**src/rtl/cond_code_unit.sv**
```systemverilog
// Integer condition-code register with SPARC Bicc branch evaluation.
// Branch results are registered and appear as a one-cycle br_done pulse; stall freezes everything.
module cond_code_unit #(
  parameter bit FORWARD = 1'b1
) (
  input  logic       clk,
  input  logic       reset,
  input  logic [3:0] flags_in,
  input  logic       cc_we,
  input  logic       stall,
  input  logic       br_valid,
  input  logic [3:0] br_cond,
  input  logic       br_annul,
  output logic [3:0] icc,
  output logic       cin_out,
  output logic       br_done,
  output logic       br_taken,
  output logic       annul_slot
);

  typedef enum logic {
    S_IDLE = 1'b0,
    S_DONE = 1'b1
  } state_t;

  state_t     r_state;
  state_t     w_state_nxt;
  logic [3:0] r_icc;
  logic [3:0] w_icc_nxt;
  logic [3:0] w_eval_flags;
  logic       r_taken;
  logic       r_annul;
  logic       w_taken_nxt;
  logic       w_annul_nxt;
  logic       w_cond_true;
  logic       w_z;
  logic       w_n;
  logic       w_c;
  logic       w_v;

  // A cc-modifying instruction in the same cycle as the branch is bypassed when forwarding.
  always_comb begin
    w_eval_flags = r_icc;
    if (FORWARD && cc_we) begin
      w_eval_flags = flags_in;
    end
  end

  assign w_z = w_eval_flags[3];
  assign w_n = w_eval_flags[2];
  assign w_c = w_eval_flags[1];
  assign w_v = w_eval_flags[0];

  always_comb begin
    w_cond_true = 1'b0;
    case (br_cond)
      4'b0000: w_cond_true = 1'b0;
      4'b0001: w_cond_true = w_z;
      4'b0010: w_cond_true = w_z | (w_n ^ w_v);
      4'b0011: w_cond_true = w_n ^ w_v;
      4'b0100: w_cond_true = w_c | w_z;
      4'b0101: w_cond_true = w_c;
      4'b0110: w_cond_true = w_n;
      4'b0111: w_cond_true = w_v;
      4'b1000: w_cond_true = 1'b1;
      4'b1001: w_cond_true = ~w_z;
      4'b1010: w_cond_true = ~(w_z | (w_n ^ w_v));
      4'b1011: w_cond_true = ~(w_n ^ w_v);
      4'b1100: w_cond_true = ~(w_c | w_z);
      4'b1101: w_cond_true = ~w_c;
      4'b1110: w_cond_true = ~w_n;
      4'b1111: w_cond_true = ~w_v;
      default: w_cond_true = 1'b0;
    endcase
  end

  always_comb begin
    w_icc_nxt = r_icc;
    if (cc_we && !stall) begin
      w_icc_nxt = flags_in;
    end
  end

  // Next-state and registered result; stall holds the current pulse and its payload.
  always_comb begin
    w_state_nxt = r_state;
    w_taken_nxt = r_taken;
    w_annul_nxt = r_annul;
    if (!stall) begin
      if (br_valid) begin
        w_state_nxt = S_DONE;
        w_taken_nxt = w_cond_true;
        w_annul_nxt = br_annul & (~w_cond_true | (br_cond == 4'b1000));
      end else begin
        w_state_nxt = S_IDLE;
        w_taken_nxt = 1'b0;
        w_annul_nxt = 1'b0;
      end
    end
  end

  always_ff @(posedge clk or posedge reset) begin
    if (reset) begin
      r_state <= S_IDLE;
      r_icc   <= '0;
      r_taken <= 1'b0;
      r_annul <= 1'b0;
    end else begin
      r_state <= w_state_nxt;
      r_icc   <= w_icc_nxt;
      r_taken <= w_taken_nxt;
      r_annul <= w_annul_nxt;
    end
  end

  assign icc        = r_icc;
  assign cin_out    = r_icc[1];
  assign br_done    = (r_state == S_DONE);
  assign br_taken   = r_taken;
  assign annul_slot = r_annul;

endmodule

```
**config.mk**
```make
export PLATFORM = sky130hd
export DESIGN_NAME = cond_code_unit
export DESIGN_NICKNAME = d
export VERILOG_FILES = /design/src/rtl/cond_code_unit.sv
export SDC_FILE = /design/constraint.sdc
export NUM_CORES = 1
export LEC_CHECK = 0
export BUFFER_PORTS_ARGS = -buffer_cell sky130_fd_sc_hd__buf_2
export CAP_MARGIN = 20
export CORE_AREA = 2 2 39 41
export DETAILED_ROUTE_END_ITERATION = 10
export DIE_AREA = 0 0 41 43
export GPL_TIMING_DRIVEN = 0
export PLACE_DENSITY = 0.69
export SLEW_MARGIN = 0
export SYNTH_ARGS = -nofsm -noshare
export SYNTH_HDL_FRONTEND = slang
export SYNTH_SLANG_ARGS = --single-unit
```
**constraint.sdc**
```tcl
create_clock -name clk -period 1.46 [get_ports clk]
set_input_delay 0.146 -clock clk [delete_from_list [all_inputs] [get_ports clk]]
set_output_delay 0.146 -clock clk [all_outputs]
set_load 0.03 [all_outputs]
```
== Word-level counts from Yosys, hierarchy flattened ==
Index checks and enable logic that the tools add are counted.

* Bits in latches: 0
* Bits in registers: 7
* Output and inout port bits: 8
* Memories: 0
* Input bits: 14
* ROM bits: 0
* Logic and storage cells: 40
* Memory bits (writable): 0

* Divide/modulo/power cells: 0
* Reduce and logical (&&, ||, !) cells: 3
* Muxes and demuxes: 5
* Bitwise logic cells: 13
* $mul: 0
* Magnitude comparators: 0
* Shift operators: 0
* $add $sub $neg: 0
* Equality and inequality tests: 15

{| class="wikitable"
|+ Operator list
! cell !! number
|-
| $eq A4 B4 Y1 const B || 8
|-
| $eq A4 B3 Y1 const B || 4
|-
| $pmux W1 S16 || 1
|-
| $eq A4 B2 Y1 const B || 2
|-
| $not A1 Y1 || 8
|-
| $eq A4 B1 Y1 const B || 1
|-
| $logic_not A4 Y1 || 1
|-
| $mux W4 || 1
|-
| $mux W1 || 3
|-
| $or A1 B1 Y1 || 3
|-
| $and A1 B1 Y1 || 1
|-
| $logic_and A1 B1 Y1 || 1
|-
| $logic_not A1 Y1 || 1
|-
| $xor A1 B1 Y1 || 1
|}

== Depth between registers and ports, before layout ==
Gate-level depths: netlist of run 1.

* Depth in word-level cells: 9
* Mapped depth: 6
* Mapped depth without buffers: 5

== Least setup slack after synthesis of run 1 ==
OpenSTA, ideal clock, no wires.

* Path kind: register to register
* From: register r_icc[3] (netlist: icc[3])
* To: register r_annul (netlist: annul_slot)
* Arrival time: 1.392 ns
* Required time: 1.334 ns
* Library setup time: 0.126 ns
* Buffers on the path: 0
* Slack: -0.058 ns
* Clock period less this slack: 1.518 ns
* Cell stages (with the launch flop): 5
* Cell sequence: dfrtp_1 -> mux2_4 -> a2111o_1 -> a21oi_1 -> o21ai_1

* Longest elaborated chain between the ends: 8
* Elaborated cells on any way between the ends: 11
* Those cells by class: 3 x mux; 8 x bitwise

{| class="wikitable"
|+ Ends and longest elaborated chain
! item !! line !! source
|-
| start: declaration || 28 || <nowiki>logic [3:0] r_icc;</nowiki>
|-
| start signal: assignment || 110 || <nowiki>r_icc <= w_icc_nxt;</nowiki>
|-
| $mux W4 (*) || 44 || <nowiki>if (FORWARD && cc_we) begin</nowiki>
|-
| $or A1 B1 Y1 (on tied branches) || -- ||
|-
| $not A1 Y1 (on tied branches) || 69, 67 ||
|-
| $pmux W1 S16 (*) || 56 || <nowiki>case (br_cond)</nowiki>
|-
| $not A1 Y1 (*) || 93 || <nowiki>w_annul_nxt = br_annul & (~w_cond_true | (br_cond == 4'b1000));</nowiki>
|-
| $or A1 B1 Y1 (*) || 93 ||
|-
| $and A1 B1 Y1 (*) || 93 ||
|-
| $mux W1 (*) || 90 || <nowiki>if (br_valid) begin</nowiki>
|-
| end signal: assignment || 112 || <nowiki>r_annul <= w_annul_nxt;</nowiki>
|-
| end: declaration || 32 || <nowiki>logic r_annul;</nowiki>
|}

Mark *: on every way between the ends. The rest lies on a longest branch, timed or not.
A chain may end at the register's enable or synchronous reset.

== Final worst setup path of run 1 ==
Same ends and word-level chain as after synthesis.

==> results of run 1 <==
worst min path at each step:
stage / endpoint / slack, ps / depth (start not counted)
after floorplan: annul_slot$_DFFE_PP0N_ / -50 / 1
after CTS: icc[1]$_DFFE_PP0P_ / 150 / 2
after global routing: icc[1]$_DFFE_PP0P_ / 150 / 2
final: icc[1]$_DFFE_PP0P_ / 160 / 2
after global placement: icc[2]$_DFFE_PP0P_ / 80 / 2
after detailed placement: icc[2]$_DFFE_PP0P_ / 70 / 2
cells by family (layout without fill, tap and decap cells):
group,Yosys count,in the layout
simple gates,14,14
compound gates,12,12
mux,10,10
xor+xnor,4,4
buf+inv,8,33
flops,7,7
metrics by stage:
step / total power [W] / worst slack, ps / hold WS [ps] / TNS, ps / instances
finish: 0.000671 / 22.0 / 156 / 0 / 96
global route: 0.000719 / -32.5 / 148 / -47.6 / 96
CTS: 0.000680 / 6.52 / 148 / 0 / 96
detailed placement: 0.000503 / 18.2 / 72.0 / 0 / 91
global placement: 0.000498 / 16.8 / 75.1 / 0 / 91
floorplan: 0.000427 / 12.9 / -50.7 / 0 / 55
sequential cells by signal, summed over array words and instances (netlist names):
name	flops
icc	4
annul_slot	1
br_done	1
br_taken	1
what timing repair did:
action / 4_1_cts / 5_1_grt
endpoints found under the setup margin: 0 / 2
endpoints found under the hold margin: 7 / 0
hold buffers: 1 / 0
gates resized for setup: 0 / 1
cells in the final DEF, fill, tap and decap left out:
cell type / n
o21ai_1: 1
a311oi_1: 1
inv_1: 5
clkbuf_4: 3
buf_2: 20
buf_4: 2
a22oi_1: 1
or2_1: 1
dfrtp_2: 1
o21a_1: 2
nor3b_1: 2
xor2_1: 1
buf_6: 1
nand2b_1: 2
nand2_1: 5
dfrtp_1: 6
mux2_2: 4
dlygate4sd3_1: 1
a21oi_2: 1
nor2b_1: 2
clkbuf_1: 1
mux2_4: 1
xnor2_1: 3
o22ai_1: 2
mux2i_1: 5
nor3_1: 1
a31o_1: 1
nor4_1: 1
a2111o_1: 1
o41ai_2: 1
o311ai_1: 1
power by group:
group          switching, W  internal (W)  total (W)
clock network     0.0000661      0.000104   0.000170
registers         0.0000206      0.000221   0.000241
logic              0.000148      0.000112   0.000260
cell type report:
class | instances | area share (%)
Inverter | 5 | 2.67
Tap cell | 16 | 2.85
Sequential cell | 7 | 25.1
Multi-Input combinational cell | 40 | 46.2
Buffer | 3 | 3.74
Timing Repair Buffer | 21 | 15.7
Clock buffer | 4 | 3.74
metal layers:
layer / track usage (%) / part of all wire, %
met1: 15.3 / 42
met2: 23.1 / 53
met3: 1.57 / 3.1
met4: 8.00 / 1.6
met5: 0 / 0
worst register-to-register path: stages (launching register included):
cell and delay [ps]:
dfrtp_2 410, mux2_4 300, a2111o_1 380, a21oi_2 150, o21ai_1 80
==> flow_summary.toml, run 1 <==
[run_status]
status = "finished clean"

[yosys]
synth.avg_cell_area_um2 = 9.83
synthArstFlopShare_pct = 100
synth_fa_ha_area_share_pct = 0
synth_top_family_by_area = "multiplexers"
synth-compound-area-share_pct = 18.3
synthTopCellsByArea = "dfrtp_1, mux2i_1, mux2_2, xnor2_1, inv_1"
synth_fp_nets = 69
synth_top_area_cell = "dfrtp_1"
synth_mux_area_share_pct = 20.4
yosysUniqueCellTypes = 26
synth-edff-count = 0
synthCells = 55
ys.warnings.count = 0
synthSimpleGateAreaFrac_pct = 14.1
ys_seq_area_share_pct = 32.4
synth_top_cell_area_share_pct = 32.4
synthFlopType = "dfrtp_1"
synth_xor_xnor_area_share_pct = 6.48
synth_seq_cells = 7
synth.most_common_cell = "dfrtp_1"
synth_commonest_cells = "dfrtp_1, inv_1, mux2i_1, nand2_1, mux2_2"
syn_area_um2 = 541

[hold_path]
min_from = "flags_in[1]"
hold_class = "in -> reg"

[layout]
seqCellArea_um2 = 176
n_fill_cell = 138
area_growth_pct = 29.9
drive_gt1_share_pct = 42.5
multiInputGateArea_um2 = 324
post-route-util_pct = 50.7
num_antenna_cells = 0
fin_nets = 95
fin_area_um2 = 702

[pwr]
powerDensity_mw_per_mm2 = 956
ir_drop_mv = 0.669
p_leak_nw = 0.344

[setup_path]
crit_family = "compound AO/OA/AOI/OAI gates"
crit_required_ps = 1590
cp-start-kind = "flip-flop"
r2r_cells = 4
setup.worst_path.end = "annul_slot$_DFFE_PP0N_"
criticalPathCategory = "reg -> reg"
cp-startpoint = "icc[3]$_DFFE_PP0P_"
crit_buf_inv = 0
crit_fanout = 4
r2r_end = "annul_slot$_DFFE_PP0N_"
end_kind = "flip-flop"
cp.depth = 4
r2r_setup_slack_ps = 20
r2r_start = "icc[3]$_DFFE_PP0P_"
critical-path-slowest-cell = "dfrtp_2"
arrival_ps = 1560
cpPeakStageDelay_ps = 410
crit_chain = "mux2_4, a2111o_1, a21oi_2, o21ai_1"

[floorplanning]
initial_utilization_pct = 39.1
row_count = 14
die_area_mm2 = 0.00176
die-width_um = 41
pin_count = 22
core_mm2 = 0.00138
dieHeight_um = 43

[cts]
root_buffer = "clkbuf_4"
cts.clk_slew.worst_paths_ps = 50
clockBufferDepth = 2
clock_latency_ps = 250
cts_max_level = 1
clock_sinks = 7
cts_tree = "built"
cts_buffers = 3
cts_setup_buffers = 0

[global_route]
grt_pass1_wl_um = 1660
grt_antenna_before_repair = 0
grt.overflow.total = 0
track_usage_pct = 13.7
grt_max_degree = 11
grt_pass1_vias = 441

[routing]
vias = 482
routed_via_density = 5.02
drt_iter0_drc = 3
drtPass1Iterations = 4
wl_um = 1070
ant_nets = 0
wl_per_cell_um = 11.1
drc_errors = 0

[timing]
tightest_slew_ps = 303
post-route-period-util_pct = 98.5
setup_viol = 0
drv_slew = 0
maxSlewHeadroom_pct = 79.6
rsz0062_at_grt = "yes"
fmaxAchievable_mhz = 695
fin_crit_ps = 1440
finalHoldViolations = 0
fin_skew_ps = 0.650

[placed_design]
io_buffers = 20
placed_area_um2 = 662
gp_congestion = 0.704
hpwl_um = 864

[job]
maxCapViolations = 0
Power figures use the tool's default switching activity.
==> run 2, diff against run 1 <==
--- a/config.mk
+++ b/config.mk
@@ -8,6 +8,7 @@
 export BUFFER_PORTS_ARGS = -buffer_cell sky130_fd_sc_hd__buf_2
 export CAP_MARGIN = 20
 export CORE_AREA = 2 2 39 41
+export CTS_BUF_LIST = sky130_fd_sc_hd__clkbuf_4
 export DETAILED_ROUTE_END_ITERATION = 10
 export DIE_AREA = 0 0 41 43
 export GPL_TIMING_DRIVEN = 0
==> run 2 against run 1 <==
Effect of this change: sequential cell count is the same; global-route usage shrank 0.51 points; clock power grew 11%; fmax is essentially flat; final cell count is the same; setup slack is essentially flat; sequential share of layout area shrank 0.13 points; critical endpoint unchanged.
==> flow_summary.toml, run 2 (synthesis gave the netlist of run 1 again) <==
[run_status]
status = "finished clean"

[cts]
clock_latency_ps = 250
root_buffer = "clkbuf_4"
cts_tree = "built"
clock_sinks = 7
cts_max_level = 1
clockBufferDepth = 2
cts_buffers = 3
cts.clk_slew.worst_paths_ps = 50

[global_route]
track_usage_pct = 13.2
grt_pass1_wl_um = 1590
grt_pass1_vias = 428
grt.overflow.total = 0
grt_antenna_before_repair = 0
grt_max_degree = 11

[layout]
layout.cells.non_filler = 96
drive_gt1_share_pct = 43.8
fin_nets = 95
final_cell_mix = "buf_2, dfrtp_1, nand2_1, inv_1, mux2i_1"
final_common_cell = "buf_2"
post-route-util_pct = 51.0
largest_reg_flops = 4
num_antenna_cells = 0
area_growth_pct = 30.6
n_fill_cell = 137

[routing]
drtPass1Iterations = 4
ant_nets = 0
vias = 477
drt_iter0_drc = 3
routed_via_density = 4.97
drc_errors = 0
wl_um = 1030
wl_per_cell_um = 10.8

[hold_path]
hold_class = "in -> reg"

[job]
maxCapViolations = 0

[timing]
fmaxAchievable_mhz = 695
setup_viol = 0
maxSlewHeadroom_pct = 79.5
finalHoldViolations = 0
fin_crit_ps = 1440
fin_skew_ps = 2.24
tightest_slew_ps = 305
rsz0062_at_grt = "yes"
post-route-period-util_pct = 98.5
drv_slew = 0

[floorplanning]
die_area_mm2 = 0.00176
dieHeight_um = 43
pin_count = 22
row_count = 14
core_mm2 = 0.00138
initial_utilization_pct = 39.1
die-width_um = 41

[setup_path]
criticalPathCategory = "reg -> reg"
crit_family = "compound AO/OA/AOI/OAI gates"
cpPeakStageDelay_ps = 410
crit_fanout = 4
crit_buf_inv = 0
critical-path-slowest-cell = "dfrtp_2"
cp-start-kind = "flip-flop"
crit_required_ps = 1590
arrival_ps = 1570
end_kind = "flip-flop"
crit_chain = "mux2_4, a2111o_1, a21oi_2, o21ai_1"

[placed_design]
io_buffers = 20
place_inst = 91
hpwl_um = 864
gp_congestion = 0.704

[pwr]
powerDensity_mw_per_mm2 = 975
p_leak_nw = 0.348
ir_drop_mv = 0.515
finalPower_w = 0.000688
[run 2: layout make-up]
class                      count  area [um2]  area share (%)
tap                           16        20.0            2.84
timing repair buffer          21         110            15.6
multi-input combinational     40         324            45.9
inverter                       5        18.8            2.66
buffer                         3        26.3            3.72
sequential                     7         176            25.0
clock buffer                   4        30.0            4.26
[run 2: what timing repair did]
item | CTS | global route
hold endpoints to repair | 7 | 0
setup buffers | 0 | 0
hold buffers | 1 | 0
resized for setup | 0 | 1
setup endpoints to repair | 0 | 2
[run 2: final timing paths]
kind                                          start                endpoint  slack, ps  cells past startpoint
max in group asynchronous                     reset      icc[3]$_DFFE_PP0P_        900                      3
worst max register to register   icc[3]$_DFFE_PP0P_  annul_slot$_DFFE_PP0N_         20                      4
worst max-delay path             icc[3]$_DFFE_PP0P_  annul_slot$_DFFE_PP0N_         20                      4
worst min register to register  br_done$_DFFE_PP0N_     br_done$_DFFE_PP0N_        470                      2
worst min-delay path                    flags_in[1]      icc[1]$_DFFE_PP0P_        150                      2
min in group asynchronous                     reset  annul_slot$_DFFE_PP0N_        350                      3
[run 2: worst register-to-register path, delay by kind of cell (launching register included)]
kind	cells	cell delay, ps
AO/OA/AOI/OAI	3	610
flip-flops	1	410
multiplexers	1	300
[run 2: metrics by stage]
step,hold slack (ps),setup TNS [ps],instance area [um2],setup slack (ps)
CTS,150,0,702,6.52
global route,149,-46.1,706,-32.5
floorplan,-50.7,0,542,12.9
global placement,75.1,0,662,16.8
finish,153,0,706,22.2
detailed placement,72.0,0,662,18.2
[run 2: metal layers]
metal	GRT usage (%)	vias up	wire length [um]
li1	-	246	-
met1	14.3	220	437
met2	22.5	9	544
met3	1.57	2	33
met4	8.00	0	17
met5	0	-	0
[run 2: where the power goes]
group | total [W] | switching (W) | internal [W]
Combinational | 0.000259 | 0.000148 | 0.000112
Clock | 0.000188 | 0.0000653 | 0.000122
Sequential | 0.000241 | 0.0000201 | 0.000221
